$ cat src/rtl/scb_pkg.sv
// Shared types and ModRM helpers for the register scoreboard.
// Optional feature macro: SCB_PERF_EN (adds a stall-cycle counter to the top).
package scb_pkg;

  localparam int REG_W = 3;
  localparam int NREG  = 8;

  localparam logic [1:0] MOD_REG = 2'b11;
  localparam logic [2:0] RM_SIB  = 3'b100;

  typedef enum logic [1:0] {
    RUN   = 2'b00,
    HOLD  = 2'b01,
    FLUSH = 2'b10
  } scb_state_e;

  typedef struct packed {
    logic [REG_W-1:0] idx;
    logic             we;
  } dest_t;

  // A memory-form r/m destination never writes a GPR.
  function automatic dest_t modrm_dest(input logic [7:0] modrm, input logic rmsel, input logic we);
    dest_t d;
    d.idx = rmsel ? modrm[2:0] : modrm[5:3];
    d.we  = we & (~rmsel | (modrm[7:6] == MOD_REG));
    return d;
  endfunction

endpackage

$ cat src/rtl/reg_scoreboard_if.sv
// Decode/writeback/status bundle between the pipeline and the register scoreboard.
// Optional feature macro: SCB_PERF_EN (adds stall_cycles).
interface reg_scoreboard_if #(parameter int NREG = 8);

  logic            dec_v;
  logic [7:0]      dec_modrm;
  logic            dec_ro_needed;
  logic            dec_rm_needed;
  logic            dec_we;
  logic            dec_rmsel;
  logic            dec_ready;
  logic            wb_v;
  logic [2:0]      wb_reg;
  logic            flush;
  logic [NREG-1:0] pend_vec;
  logic            stall;
`ifdef SCB_PERF_EN
  logic [31:0]     stall_cycles;
`endif

  modport master (
    output dec_v, dec_modrm, dec_ro_needed, dec_rm_needed, dec_we, dec_rmsel,
    output wb_v, wb_reg, flush,
`ifdef SCB_PERF_EN
    input  stall_cycles,
`endif
    input  dec_ready, pend_vec, stall
  );

  modport slave (
    input  dec_v, dec_modrm, dec_ro_needed, dec_rm_needed, dec_we, dec_rmsel,
    input  wb_v, wb_reg, flush,
`ifdef SCB_PERF_EN
    output stall_cycles,
`endif
    output dec_ready, pend_vec, stall
  );

endinterface

$ cat src/rtl/scb_counter.sv
// Single pending-write counter: saturating up/down with synchronous clear,
// plus a checker flagging a writeback against a register with nothing pending.
module scb_counter #(parameter int CNT_W = 3) (
  input  logic             clk,
  input  logic             rst_n,
  input  logic             inc,
  input  logic             dec,
  input  logic             clr,
  output logic [CNT_W-1:0] cnt,
  output logic             is_max,
  output logic             nonzero
);

  localparam logic [CNT_W-1:0] CNT_MAX  = {CNT_W{1'b1}};
  localparam logic [CNT_W-1:0] CNT_ZERO = {CNT_W{1'b0}};
  localparam logic [CNT_W-1:0] CNT_ONE  = {{(CNT_W-1){1'b0}}, 1'b1};

  logic [CNT_W-1:0] cnt_r;
  logic [CNT_W-1:0] cnt_nxt_s;
  logic             nz_r;

  // Next count: clear wins, inc+dec cancel, both ends hold.
  always_comb begin
    cnt_nxt_s = cnt_r;
    if (clr) begin
      cnt_nxt_s = CNT_ZERO;
    end else if (inc && !dec && (cnt_r != CNT_MAX)) begin
      cnt_nxt_s = cnt_r + CNT_ONE;
    end else if (dec && !inc && (cnt_r != CNT_ZERO)) begin
      cnt_nxt_s = cnt_r - CNT_ONE;
    end else begin
      cnt_nxt_s = cnt_r;
    end
  end

  // Count register and its registered nonzero view.
  always_ff @(posedge clk or negedge rst_n) begin
    if (!rst_n) begin
      cnt_r <= CNT_ZERO;
      nz_r  <= 1'b0;
    end else begin
      cnt_r <= cnt_nxt_s;
      nz_r  <= (cnt_nxt_s != CNT_ZERO);
    end
  end

  assign cnt     = cnt_r;
  assign is_max  = (cnt_r == CNT_MAX);
  assign nonzero = nz_r;

  scb_counter_chk #(.CNT_W(CNT_W)) u_chk (
    .clk   (clk),
    .rst_n (rst_n),
    .dec   (dec),
    .clr   (clr),
    .cnt   (cnt_r)
  );

endmodule

module scb_counter_chk #(parameter int CNT_W = 3) (
  input logic             clk,
  input logic             rst_n,
  input logic             dec,
  input logic             clr,
  input logic [CNT_W-1:0] cnt
);

  a_no_dec_of_zero: assert property (@(posedge clk) disable iff (!rst_n)
    !(dec && !clr && (cnt == {CNT_W{1'b0}})));

endmodule

$ cat src/rtl/reg_scoreboard.sv
// Decode-stage GPR hazard scoreboard: per-register pending-write counters gate dec_ready.
// Optional feature macro: SCB_PERF_EN (stall_cycles perf counter, cleared by rst_n only).
module reg_scoreboard #(
  parameter int NREG  = 8,
  parameter int CNT_W = 3
) (
  input logic             clk,
  input logic             rst_n,
  reg_scoreboard_if.slave bus
);

  import scb_pkg::*;

  logic [REG_W-1:0] ro_s;
  logic [REG_W-1:0] rm_s;
  logic             rm_isreg_s;
  logic             dep_s;
  logic             sat_s;
  logic             ready_s;
  logic             issue_s;
  logic             stall_cond_s;
  logic             stall_r;
  dest_t            dest_s;
  scb_state_e       state_r;
  scb_state_e       state_nxt_s;

  logic [NREG-1:0]  wb_hit_s;
  logic [NREG-1:0]  inc_s;
  logic [NREG-1:0]  is_max_s;
  logic [NREG-1:0]  nz_s;
  logic [NREG-1:0]  eff_nz_s;
  logic [CNT_W-1:0] cnt_s [NREG];

  for (genvar i = 0; i < NREG; i++) begin : g_reg
    assign wb_hit_s[i] = bus.wb_v && (bus.wb_reg == REG_W'(i));
    assign inc_s[i]    = issue_s && dest_s.we && (dest_s.idx == REG_W'(i));
    // A same-cycle writeback of the last pending write releases the hazard.
    assign eff_nz_s[i] = (cnt_s[i] != {CNT_W{1'b0}}) &&
                         !(wb_hit_s[i] && (cnt_s[i] == {{(CNT_W-1){1'b0}}, 1'b1}));

    scb_counter #(.CNT_W(CNT_W)) u_cnt (
      .clk     (clk),
      .rst_n   (rst_n),
      .inc     (inc_s[i]),
      .dec     (wb_hit_s[i]),
      .clr     (bus.flush),
      .cnt     (cnt_s[i]),
      .is_max  (is_max_s[i]),
      .nonzero (nz_s[i])
    );
  end

  // Source/destination decode and the hazard/saturation checks.
  always_comb begin
    ro_s       = bus.dec_modrm[5:3];
    rm_s       = bus.dec_modrm[2:0];
    rm_isreg_s = !((bus.dec_modrm[7:6] == 2'b00) && (rm_s == RM_SIB));
    dest_s     = modrm_dest(bus.dec_modrm, bus.dec_rmsel, bus.dec_we);
    dep_s      = (bus.dec_ro_needed && eff_nz_s[ro_s]) ||
                 (bus.dec_rm_needed && rm_isreg_s && eff_nz_s[rm_s]);
    sat_s      = dest_s.we && is_max_s[dest_s.idx] && !wb_hit_s[dest_s.idx];
    ready_s    = (state_r != FLUSH) && !dep_s && !sat_s;
    issue_s    = bus.dec_v && ready_s;
    stall_cond_s = bus.dec_v && !ready_s && (state_r != FLUSH);
  end

  // FSM next state; flush overrides every state.
  always_comb begin
    state_nxt_s = state_r;
    if (bus.flush) begin
      state_nxt_s = FLUSH;
    end else begin
      case (state_r)
        RUN:     state_nxt_s = (bus.dec_v && !ready_s) ? HOLD : RUN;
        HOLD:    state_nxt_s = (ready_s || !bus.dec_v) ? RUN : HOLD;
        FLUSH:   state_nxt_s = RUN;
        default: state_nxt_s = RUN;
      endcase
    end
  end

  // State and stall registers.
  always_ff @(posedge clk or negedge rst_n) begin
    if (!rst_n) begin
      state_r <= RUN;
      stall_r <= 1'b0;
    end else begin
      state_r <= state_nxt_s;
      stall_r <= stall_cond_s;
    end
  end

  assign bus.dec_ready = ready_s && rst_n;
  assign bus.pend_vec  = nz_s;
  assign bus.stall     = stall_r;

`ifdef SCB_PERF_EN
  logic [31:0] stall_cycles_r;

  // Saturating stall-cycle count; survives flush.
  always_ff @(posedge clk or negedge rst_n) begin
    if (!rst_n) begin
      stall_cycles_r <= 32'd0;
    end else if (stall_cond_s && (stall_cycles_r != 32'hFFFF_FFFF)) begin
      stall_cycles_r <= stall_cycles_r + 32'd1;
    end else begin
      stall_cycles_r <= stall_cycles_r;
    end
  end

  assign bus.stall_cycles = stall_cycles_r;
`endif

endmodule

$ cat src/flat_wrapper.sv
// flat-port wrapper written by rule: the top's interface ports become plain ports
module reg_scoreboard_flat import scb_pkg::*;
#(
  parameter int NREG  = 8,
  parameter int CNT_W = 3
)
  (clk, rst_n, bus_dec_v, bus_dec_modrm, bus_dec_ro_needed, bus_dec_rm_needed, bus_dec_we, bus_dec_rmsel, bus_wb_v, bus_wb_reg, bus_flush, bus_dec_ready, bus_pend_vec, bus_stall);
  reg_scoreboard_if #(.NREG(NREG)) bus_i ();
  input logic clk;
  input logic rst_n;
  input wire logic [$bits(bus_i.dec_v)-1:0] bus_dec_v;
  input wire logic [$bits(bus_i.dec_modrm)-1:0] bus_dec_modrm;
  input wire logic [$bits(bus_i.dec_ro_needed)-1:0] bus_dec_ro_needed;
  input wire logic [$bits(bus_i.dec_rm_needed)-1:0] bus_dec_rm_needed;
  input wire logic [$bits(bus_i.dec_we)-1:0] bus_dec_we;
  input wire logic [$bits(bus_i.dec_rmsel)-1:0] bus_dec_rmsel;
  input wire logic [$bits(bus_i.wb_v)-1:0] bus_wb_v;
  input wire logic [$bits(bus_i.wb_reg)-1:0] bus_wb_reg;
  input wire logic [$bits(bus_i.flush)-1:0] bus_flush;
  output wire logic [$bits(bus_i.dec_ready)-1:0] bus_dec_ready;
  output wire logic [$bits(bus_i.pend_vec)-1:0] bus_pend_vec;
  output wire logic [$bits(bus_i.stall)-1:0] bus_stall;
  assign bus_i.dec_v = bus_dec_v;
  assign bus_i.dec_modrm = bus_dec_modrm;
  assign bus_i.dec_ro_needed = bus_dec_ro_needed;
  assign bus_i.dec_rm_needed = bus_dec_rm_needed;
  assign bus_i.dec_we = bus_dec_we;
  assign bus_i.dec_rmsel = bus_dec_rmsel;
  assign bus_i.wb_v = bus_wb_v;
  assign bus_i.wb_reg = bus_wb_reg;
  assign bus_i.flush = bus_flush;
  assign bus_dec_ready = bus_i.dec_ready;
  assign bus_pend_vec = bus_i.pend_vec;
  assign bus_stall = bus_i.stall;
  reg_scoreboard #(.NREG(NREG), .CNT_W(CNT_W)) u_core (.clk(clk), .rst_n(rst_n), .bus(bus_i));
endmodule
$ cat config.mk
export PLATFORM = sky130hd
export DESIGN_NAME = reg_scoreboard_flat
export DESIGN_NICKNAME = d
export VERILOG_FILES = /design/src/rtl/scb_pkg.sv /design/src/rtl/reg_scoreboard_if.sv /design/src/rtl/scb_counter.sv /design/src/rtl/reg_scoreboard.sv /design/src/flat_wrapper.sv
export SDC_FILE = /design/constraint.sdc
export NUM_CORES = 1
export LEC_CHECK = 0
export BUFFER_PORTS_ARGS = -buffer_cell sky130_fd_sc_hd__clkbuf_2
export CORE_ASPECT_RATIO = 0.8
export CORE_MARGIN = 5
export CORE_UTILIZATION = 30
export CTS_CLUSTER_SIZE = 14
export DETAILED_ROUTE_END_ITERATION = 7
export PLACE_DENSITY = 0.57
export SYNTH_ARGS = -nofsm -noshare
export SYNTH_HDL_FRONTEND = slang
export SYNTH_SLANG_ARGS = --single-unit
$ cat constraint.sdc
create_clock -name clk -period 3.2 [get_ports clk]
set_clock_uncertainty 0.2 [all_clocks]
set_input_delay 0.64 -clock clk [delete_from_list [all_inputs] [get_ports clk]]
set_output_delay 0.64 -clock clk [all_outputs]
set_load 0.01 [all_outputs]
==> results_dict.tcl <==
set metrics [dict create \
    status "complete, but fails checks" \
    violations "setup timing" \
    final_max_slew_viol_count 0 \
    async_flop_share 1.00 \
    required_ns 2.36 \
    finalNonFillerCells 661 \
    power_uw 1250 \
    finalCriticalPeriod_ns 3.33 \
    place.gp.congestion 0.957 \
    tritoncts "yes" \
    cts-buffers-inserted 5 \
    holdBufCountCts 0 \
    synthAdderAreaFrac 0.144 \
    overflow 0 \
    synth_xor_area_frac 0.0151 \
    rsz0062_at_grt "true" \
    die_area_sq_um 13900 \
    clock_sinks 35 \
    critPathCaptureType "primary output" \
    synth_top_family_by_area "simple AND/OR/NAND/NOR gates" \
    vias 3405 \
    grt_usage 0.147 \
    antenna_found_initial 0 \
    grt_max_degree 36 \
    core_area_sq_um 11400 \
    max_freq_ghz 0.300 \
    final_hold_viol_count 0 \
    maxCapViolations 0 \
    cpLargestDelayFamily "simple AND/OR/NAND/NOR gates" \
    ant_nets 0 \
    whs_ns 0.209 \
    setup_slack_ns -0.134 \
    clockBufferDepth 2 \
    grt_pass1_vias 3357 \
    synthToLayoutAreaGrowth_pct 44.1 \
    top_level_ports 30 \
    ys_seq_area_frac 0.252 \
    yosysWarnings 0 \
    synth_compound_area_frac 0.176 \
    htree_levels 2 \
    drt-vias-per-instance 5.15 \
    fin_crit_sh 1.04 \
    clk_latency_ns 0.29 \
    slew_headroom 0.581 \
    dpl.cell_count 635 \
    die_h_microns 106 \
    cts_root_buffer "clkbuf_16" \
    num-nets-final 572 \
    totalWireLength_microns 10400 \
    finalSetupViolCount 2 \
    yosys.area_share.simple 0.272 \
    dp_hpwl_microns 7900 \
    ys.flop_type "dfrtp_1" \
    register_area_sq_um 876 \
    synth_seq_cells 35 \
    fillCellCount 1118 \
    clkTransAtPathRegs_ns 0.06 \
    dieWidth_microns 130 \
    drive_above_1_share 0.413 \
    wire_per_inst_microns 15.7 \
    crit_path_max_incr_delay_ns 0.53 \
    crit_arrival_ns 2.49 \
    drtPass1Iterations 4 \
    synth.area.mux_share 0.0594 \
    start_kind "input pin" \
    floorplan.initialDensity 0.304 \
    portBuffers 29 \
    powerDensity_nw_per_um2 250 \
    worst_pin_slew_ns 0.629 \
    multi_input_area_sq_um 2710 \
    crit_chain "buf_8, buf_12, and4b_4, a31oi_4, o22ai_1, or4_1, o211a_1, buf_12, nand2b_4, nor2_2, buf_2" \
    grt_pass1_wl_microns 16500 \
    hold_path_class "input pin to asynchronous set/reset pin" \
    cp_max_fo 7 \
    drt_iter0_markers 155 \
    syn_inst 405 \
    syn_nets 465 \
    diodes 0 \
    syn_area_sq_um 3480 \
    ys_types 69 \
    drc_errors 0 \
    rows 35 \
    worstSetupPathType "input pin to primary output" \
    synth_edf_count 0 \
    critPathBufInv 4 \
    syn_avg_cell_area_sq_um 8.58 \
    ir_worst_vdd_mv 0.174 \
    path_common_cell "buf_12" \
    power_leakage_uw 0.00226 \
    slowest_stage "or4_1" \
]
-- where the power goes --
group | switching (uW) | internal (uW)
sequential | 5.62 | 452
clock | 191 | 288
combinational | 157 | 159
-- flip-flops by register name (all words and copies together), names as in the netlist --
signal                  cells
u_core.bus.stall            1
u_core.g.u_cnt.cnt         24
u_core.g.u_cnt.nonzero      8
u_core.state_r              2
-- Yosys cell counts (3+ instances only) --
cell type	number	area share
o22ai_1	3	0.0054
nand3b_1	4	0.0086
nor3_1	8	0.012
buf_2	4	0.0058
or3_1	3	0.0054
xnor2_1	6	0.015
and2_1	3	0.0054
mux2i_1	15	0.043
a21oi_1	24	0.035
nand2_1	27	0.029
a221oi_1	3	0.0076
a31oi_1	4	0.0072
dfrtp_1	35	0.25
nand2b_1	9	0.016
and4b_1	3	0.0086
nand3_1	7	0.010
and3_1	7	0.013
o21ai_0	5	0.0072
and4_1	3	0.0076
nor2_1	42	0.045
a211oi_1	6	0.013
ha_1	40	0.14
buf_4	9	0.019
a311oi_1	5	0.013
buf_6	4	0.013
nor2b_1	12	0.022
nand4b_1	9	0.023
o211ai_1	3	0.0065
mux2_4	3	0.013
clkbuf_1	8	0.0086
o311ai_0	4	0.010
inv_1	30	0.032
nand4_1	7	0.013
-- through the flow --
step	util	setup slack (ns)	setup TNS, ns	area (sq um)
floorplan	-	-0.0111	-0.0111	3500
global placement	0.375	-0.259	-4.28	4280
detailed placement	0.375	-0.365	-6.27	4280
CTS	0.402	-0.103	-0.115	4600
global route	0.438	-0.184	-0.788	5010
finish	0.438	-0.134	-0.186	5010
-- timing repair --
| item | in CTS | in global routing |
|---|---|---|
| setup buffers | 10 | 5 |
| resized for setup | 29 | 77 |
| gates cloned | 0 | 3 |
| pin swaps | 11 | 31 |
| endpoints found under the setup margin | 11 | 30 |
-- area by class of cell --
type / instances / area share
clock buffers: 7 / 0.0265
clock inverters: 1 / 0.000999
inverters: 30 / 0.0225
multi-input cells: 313 / 0.541
flip-flops and latches: 35 / 0.175
well taps: 148 / 0.0370
repair buffers: 127 / 0.198
-- metal layers --
layer / wire, microns / GRT usage / share of wire / up-vias
met4: 63 / 0.0242 / 0.0061 / 0
met3: 494 / 0.0266 / 0.048 / 7
met5: 0 / 0 / 0 / -
li1: - / - / - / 1680
met1: 4980 / 0.216 / 0.48 / 1667
met2: 4840 / 0.229 / 0.47 / 51
-- layout by cell type (no fill, tap or decap), types with 5 or more instances in the layout --
cell / synthesis / final
nand2_1: 27 / 27
nand4b_1: 9 / 9
inv_1: 30 / 26
buf_6: 4 / 11
mux2i_1: 15 / 11
and3_1: 7 / 5
nand3_1: 7 / 7
clkbuf_2: 1 / 24
nor2b_1: 12 / 7
a21oi_1: 24 / 19
nand4_1: 7 / 7
buf_4: 9 / 84
xnor2_1: 6 / 5
nor2_1: 42 / 40
clkbuf_16: 0 / 6
dfrtp_1: 35 / 35
ha_1: 40 / 35
a21oi_2: 0 / 5
nand2b_1: 9 / 8
-- logic make-up (layout without fill, tap and decap cells) --
group	Yosys count	after routing
fa+ha+maj	40	40
simple gates	165	165
flops	35	35
mux	19	19
compound gates	83	83
buf+inv	57	165
xor+xnor	6	6
-- worst paths after layout --
path | startpoint | end | slack, ns | cells past startpoint
max | bus_wb_v | bus_dec_ready | -0.13 | 11
min | rst_n | u_core.g_reg[2].u_cnt.cnt[0] | 0.21 | 2
max reg2reg | u_core.g_reg[6].u_cnt.cnt[0] | u_core.g_reg[4].u_cnt.nonzero | -0.02 | 13
min reg2reg | u_core.state_r[1] | u_core.state_r[0] | 0.22 | 1
max in group asynchronous | rst_n | u_core.g_reg[4].u_cnt.cnt[0] | 2.26 | 2
min in group clk | u_core.state_r[1] | u_core.state_r[0] | 0.22 | 1
Power figures use the tool's default switching activity.
